$ cat config.mk
export PLATFORM = sky130hd
export DESIGN_NAME = lb_responder_flat
export DESIGN_NICKNAME = d
export VERILOG_FILES = /design/src/rtl/lb_if.sv /design/src/rtl/lb_responder.sv /design/src/flat_wrapper.sv
export SDC_FILE = /design/constraint.sdc
export NUM_CORES = 1
export LEC_CHECK = 0
export BUFFER_PORTS_ARGS = -buffer_cell sky130_fd_sc_hd__buf_2
export CAP_MARGIN = 5
export CORE_UTILIZATION = 25
export DETAILED_ROUTE_END_ITERATION = 10
export PLACE_DENSITY_LB_ADDON = 0.1
export SLEW_MARGIN = 5
export SYNTH_ARGS = -nofsm -noshare
export SYNTH_HDL_FRONTEND = slang
export SYNTH_SLANG_ARGS = --single-unit
$ cat constraint.sdc
create_clock -name lb_clk -period 6.8 [get_ports lb_clk]
set_clock_uncertainty 0.05 [all_clocks]
set_input_delay 1.7 -clock lb_clk [delete_from_list [all_inputs] [get_ports lb_clk]]
set_output_delay 1.7 -clock lb_clk [all_outputs]
set_load 0.02 [all_outputs]
$ cat src/rtl/lb_if.sv
// Local-bus master/slave bundle: address, write data, one-cycle strobes and read return data.
interface lb_if;
  logic [16:0] lb_addr;
  logic [31:0] lb_data;
  logic        lb_write;
  logic        lb_read;
  logic [31:0] lb_out;

  modport master (output lb_addr, lb_data, lb_write, lb_read, input lb_out);
  modport slave  (input lb_addr, lb_data, lb_write, lb_read, output lb_out);
endinterface

$ cat src/rtl/lb_responder.sv
// Local-bus slave: registered config write strobe, 2-cycle pipelined reads (one per cycle, never stalls),
// buffer release pulse on last-word read. Optional CFG readback shadow regs under LB_CFG_READBACK_EN.
module lb_responder #(
  parameter int reg_aw = 5,
  parameter int buf_aw = 10
) (
  input  logic              lb_clk,
  input  logic              rst,
  lb_if.slave               lb,
  output logic              cfg_we,
  output logic [reg_aw-1:0] cfg_addr,
  output logic [31:0]       cfg_data,
  output logic [buf_aw-1:0] buf_addr,
  input  logic [15:0]       buf_data,
  input  logic              buf_ready,
  output logic              buf_ack
);

  localparam logic [1:0] RG_NONE = 2'd0;
  localparam logic [1:0] RG_CFG  = 2'd1;
  localparam logic [1:0] RG_BUF  = 2'd2;
  localparam logic [1:0] RG_STAT = 2'd3;

  function automatic logic [15:0] sat_inc(input logic [15:0] v, input logic en);
    return (en && v != 16'hFFFF) ? v + 16'd1 : v;
  endfunction

  logic [1:0]        region;
  logic              wr_hit;
  logic [31:0]       cfg_rd;
  logic [31:0]       stat_rd;
  logic              early;

  logic              cfg_we_q, cfg_we_d;
  logic [reg_aw-1:0] cfg_addr_q, cfg_addr_d;
  logic [31:0]       cfg_data_q, cfg_data_d;
  logic              s1_vld_q, s1_vld_d;
  logic [1:0]        s1_region_q, s1_region_d;
  logic              s1_last_q, s1_last_d;
  logic [31:0]       s1_snap_q, s1_snap_d;
  logic [31:0]       lb_out_q, lb_out_d;
  logic [15:0]       ack_cnt_q, ack_cnt_d;
  logic [15:0]       wr_cnt_q, wr_cnt_d;
  logic [15:0]       rd_cnt_q, rd_cnt_d;
  logic [15:0]       early_cnt_q, early_cnt_d;

  always_comb begin
    region = RG_NONE;
    if (lb.lb_addr[16:reg_aw] == '0)
      region = RG_CFG;
    else if (lb.lb_addr[16] && lb.lb_addr[15:14] == 2'b01)
      region = RG_BUF;
    else if (lb.lb_addr[15:12] == 4'hC)
      region = RG_STAT;
  end

  assign wr_hit   = lb.lb_write && (region == RG_CFG);
  assign buf_addr = lb.lb_addr[buf_aw-1:0];

`ifdef LB_CFG_READBACK_EN
  logic [31:0] shadow_q [2**reg_aw];
  logic [31:0] shadow_d [2**reg_aw];

  always_comb begin
    shadow_d = shadow_q;
    if (wr_hit)
      shadow_d[lb.lb_addr[reg_aw-1:0]] = lb.lb_data;
  end

  always_ff @(posedge lb_clk or posedge rst) begin
    if (rst) begin
      for (int i = 0; i < 2**reg_aw; i++)
        shadow_q[i] <= '0;
    end else begin
      shadow_q <= shadow_d;
    end
  end

  // Sampled before the edge that commits a same-cycle write, so reads see the old value.
  assign cfg_rd = shadow_q[lb.lb_addr[reg_aw-1:0]];
`else
  assign cfg_rd = '0;
`endif

  always_comb begin
    stat_rd = '0;
    case (lb.lb_addr[1:0])
      2'd0: stat_rd = {buf_ready, 15'b0, ack_cnt_q};
      2'd1: stat_rd = {16'b0, wr_cnt_q};
      2'd2: stat_rd = {16'b0, rd_cnt_q};
      default: stat_rd = {16'b0, early_cnt_q};
    endcase
  end

  assign buf_ack = s1_vld_q && (s1_region_q == RG_BUF) && s1_last_q && buf_ready;
  assign early   = s1_vld_q && (s1_region_q == RG_BUF) && s1_last_q && !buf_ready;

  always_comb begin
    cfg_we_d    = wr_hit;
    cfg_addr_d  = wr_hit ? lb.lb_addr[reg_aw-1:0] : cfg_addr_q;
    cfg_data_d  = wr_hit ? lb.lb_data : cfg_data_q;

    s1_vld_d    = lb.lb_read;
    s1_region_d = region;
    s1_last_d   = &lb.lb_addr[buf_aw-1:0];
    s1_snap_d   = (region == RG_CFG) ? cfg_rd : (region == RG_STAT) ? stat_rd : 32'h0;

    lb_out_d = lb_out_q;
    if (s1_vld_q) begin
      case (s1_region_q)
        RG_BUF:          lb_out_d = {{16{buf_data[15]}}, buf_data};
        RG_CFG, RG_STAT: lb_out_d = s1_snap_q;
        default:         lb_out_d = 32'h0;
      endcase
    end

    ack_cnt_d   = sat_inc(ack_cnt_q, buf_ack);
    wr_cnt_d    = sat_inc(wr_cnt_q, wr_hit);
    rd_cnt_d    = sat_inc(rd_cnt_q, lb.lb_read);
    early_cnt_d = sat_inc(early_cnt_q, early);
  end

  always_ff @(posedge lb_clk or posedge rst) begin
    if (rst) begin
      cfg_we_q    <= 1'b0;
      cfg_addr_q  <= '0;
      cfg_data_q  <= '0;
      s1_vld_q    <= 1'b0;
      s1_region_q <= RG_NONE;
      s1_last_q   <= 1'b0;
      s1_snap_q   <= '0;
      lb_out_q    <= '0;
      ack_cnt_q   <= '0;
      wr_cnt_q    <= '0;
      rd_cnt_q    <= '0;
      early_cnt_q <= '0;
    end else begin
      cfg_we_q    <= cfg_we_d;
      cfg_addr_q  <= cfg_addr_d;
      cfg_data_q  <= cfg_data_d;
      s1_vld_q    <= s1_vld_d;
      s1_region_q <= s1_region_d;
      s1_last_q   <= s1_last_d;
      s1_snap_q   <= s1_snap_d;
      lb_out_q    <= lb_out_d;
      ack_cnt_q   <= ack_cnt_d;
      wr_cnt_q    <= wr_cnt_d;
      rd_cnt_q    <= rd_cnt_d;
      early_cnt_q <= early_cnt_d;
    end
  end

  assign cfg_we    = cfg_we_q;
  assign cfg_addr  = cfg_addr_q;
  assign cfg_data  = cfg_data_q;
  assign lb.lb_out = lb_out_q;

endmodule

$ cat src/flat_wrapper.sv
// flat-port wrapper written by rule: the top's interface ports become plain ports
module lb_responder_flat 
#(
  parameter int reg_aw = 5,
  parameter int buf_aw = 10
)
  (lb_clk, rst, cfg_we, cfg_addr, cfg_data, buf_addr, buf_data, buf_ready, buf_ack, lb_lb_addr, lb_lb_data, lb_lb_write, lb_lb_read, lb_lb_out);
  lb_if lb_i ();
  input  logic lb_clk;
  input  logic rst;
  output logic cfg_we;
  output logic [reg_aw-1:0] cfg_addr;
  output logic [31:0] cfg_data;
  output logic [buf_aw-1:0] buf_addr;
  input  logic [15:0] buf_data;
  input  logic buf_ready;
  output logic buf_ack;
  input wire logic [$bits(lb_i.lb_addr)-1:0] lb_lb_addr;
  input wire logic [$bits(lb_i.lb_data)-1:0] lb_lb_data;
  input wire logic [$bits(lb_i.lb_write)-1:0] lb_lb_write;
  input wire logic [$bits(lb_i.lb_read)-1:0] lb_lb_read;
  output wire logic [$bits(lb_i.lb_out)-1:0] lb_lb_out;
  assign lb_i.lb_addr = lb_lb_addr;
  assign lb_i.lb_data = lb_lb_data;
  assign lb_i.lb_write = lb_lb_write;
  assign lb_i.lb_read = lb_lb_read;
  assign lb_lb_out = lb_i.lb_out;
  lb_responder #(.reg_aw(reg_aw), .buf_aw(buf_aw)) u_core (.lb_clk(lb_clk), .rst(rst), .lb(lb_i), .cfg_we(cfg_we), .cfg_addr(cfg_addr), .cfg_data(cfg_data), .buf_addr(buf_addr), .buf_data(buf_data), .buf_ready(buf_ready), .buf_ack(buf_ack));
endmodule
==> impl_metrics.toml <==
[synthesis]
synth_enable_flop_cells = 0
synth_seq_cells = 141
postSynthCellCount = 544
synth_flop_cell = "dfrtp_1"
postSynthAreaPerCell_sq_um = 12.0
synth_cell_types = 41
synth_nets = 618
synthesis.area_sq_mm = 0.00654
yosysSeqAreaShare_pct = 53.9
netlist.area_leader.share_pct = 53.9
ys_warn_count = 0
ys_top_cells_by_area = "dfrtp_1 (54%), mux2_2 (7.6%), mux4_2 (5.5%), xor2_1 (4.3%), xnor2_1 (2.8%)"
synth_top_cell_by_area = "dfrtp_1"
async_reset_ff_share_pct = 100

[floorplan]
start_util_pct = 25.8
io_pins = 151
core_sq_mm = 0.0254
num_rows = 58
die_h_microns = 164
die-area_sq_mm = 0.0268
fp.dieW_microns = 164

[routing]
postRouteAntennaNets = 0
vias_per_cell = 4.57
wire_per_inst_microns = 15.9
post-route-drc-count = 0
detailedRoute.firstIterationViolations = 232
drt-total-wl_mm = 16.2
drt-pass1-iter-count = 4
via_count = 4649

[worst_setup_path]
required_ps = 5050
cp.depth = 2
r2r-end = "u_core.ack_cnt_q[3]"
critPathTopFamily = "buffers and inverters"
slowest_stage = "buf_2"
critPathKind = "primary input to output port"
reg2reg_depth = 4
cp_data_arrival_time_ps = 2430
path_cells = "buf_2 > buf_2"
worstReg2RegStart = "u_core.s1_region_q[0]"
cp_num_buf_inv = 2
reg2reg_setup_slack_ps = 4320
crit_path_max_fanout = 20
cp-start-kind = "primary input"
crit_top_cell = "buf_2"
cp-end-kind = "output port"
max_stage_delay_ps = 450

[outcome]
status = "finished, final reports clean"

[global_routing]
grt_max_degree = 101
grt_pass1_wl_mm = 25.6
grt_antenna_before_repair = 1
grt_overflow = 0
grt_pass1_vias = 4554
track_usage_pct = 12.4

[timing]
drv_slew = 0
holdWs_ps = 452
worst_slack_ps = 2620
finalWorstPathRequiredPeriod_ps = 4180
setup_tns_ps = 0
fin_crit_sh_pct = 61.5
hold_viol_final = 0
finalSetupViolations = 0
tightest_slew_ps = 931
fmax_mhz = 239
slew_headroom_pct = 37.9
grt_setup_unrepaired = "no"

[hold_path]
hp-class = "flip-flop to flip-flop"
whs_path_depth = 1
hold-path-endpoint = "u_core.cfg_data[25]"
worstHoldStart = "u_core.cfg_data[25]"

[placed_design]
dp_slack_ps = 2600
dp_cells = 985
port_buffers = 150
globalplace.congestion = 0.792
placed_area_sq_mm = 0.00747
dp_hpwl_mm = 11.9

[clock_tree]
numCtsBuffers = 17
postCtsResizedCells = 0
cts-root-buf = "clkbuf_16"
clock_latency_ps = 410
post_cts_buffers = 0
ctsLongestPathBuffers = 2
cts_hold_buf = 0
cts_tree = "yes"
clkTransAtPathRegs_ps = 60
ctsHtreeMaxLevel = 4
cts.sinks = 141

[cells_and_area]
stdcell_count = 1017
fin_nets = 748
n_antenna_cell = 0
fin_area_sq_mm = 0.00807
layout_commonest_cell = "buf_2"
fin_util_pct = 31.8
drive_gt1_share_pct = 36.8
final_cell_mix = "buf_2 (150), dfrtp_1 (141), nor2_1 (45)"
syn_to_final_growth_pct = 23.3

[pwr]
ir_worst_vdd_mv = 0.146
power_mw = 2.05
powerDensity_mw_per_mm2 = 254
power_leakage_nw = 3.94

[run]
cap_violations = 0
==> area by class of cell <==
cell class,instances,area (sq um)
fill,2586,17300
sequential,141,3530
multi-input combinational,355,2730
timing repair buffer,154,781
clock buffer,19,443
tap,330,413
clock inverter,13,153
inverter,5,23.8
==> state kept, by name, indices dropped and copies added (netlist names) <==
signal and cells:
u_core.cfg_data 32, u_core.lb.lb_out 18, u_core.s1_snap_q 17, u_core.ack_cnt_q 16, u_core.early_cnt_q 16, u_core.rd_cnt_q 16
u_core.wr_cnt_q 16, u_core.cfg_addr 5, u_core.s1_region_q 2, u_core.cfg_we 1, u_core.s1_last_q 1, u_core.s1_vld_q 1
==> per-layer routing <==
metal,vias to the layer above,global-route usage (%),wire length [microns]
met5,-,0,0
met4,0,5.09,261
met3,15,2.27,699
met2,118,19.5,7830
met1,2325,16.8,7370
li1,2191,-,-
==> synth_stat cells (2+ instances only) <==
library cell,n
a21oi_1,22
a22oi_1,17
and3_1,6
and4_1,14
buf_1,3
buf_2,8
buf_4,24
clkbuf_1,7
dfrtp_1,141
ha_1,4
inv_1,5
mux2_2,44
mux4_2,16
nand2_1,31
nand3_1,21
nand3b_1,2
nand4_1,20
nor2_1,45
nor2b_1,18
nor3_1,17
nor4_1,3
nor4_2,2
nor4_4,2
o21ai_0,4
xnor2_1,21
xor2_1,32
==> kinds of logic (layout without fill, tap and decap cells) <==
logic type      after synthesis  count (layout)  share of synthesized area [%]
compound gates               49              49                           4.84
xor+xnor                     53              53                           7.10
fa+ha+maj                     4               4                          0.765
buf+inv                      48             191                           4.40
flops                       141             141                           53.9
mux                          61              61                           13.2
simple gates                188             188                           15.7
==> where the power goes <==
part	total (mW)	internal [mW]	switching (mW)
clock	0.937	0.557	0.379
sequential	0.931	0.878	0.0534
combinational	0.177	0.0750	0.102
==> worst max path at each step <==
stage                       start                  end  slack, ps
CTS                 lb_lb_addr[0]          buf_addr[0]       2600
finish              lb_lb_addr[0]          buf_addr[0]       2620
floorplan                     rst  u_core.ack_cnt_q[0]       1270
global route        lb_lb_addr[1]          buf_addr[1]       2560
global placement    lb_lb_addr[0]          buf_addr[0]       2640
detailed placement  lb_lb_addr[0]          buf_addr[0]       2600
Power figures use the tool's default switching activity.
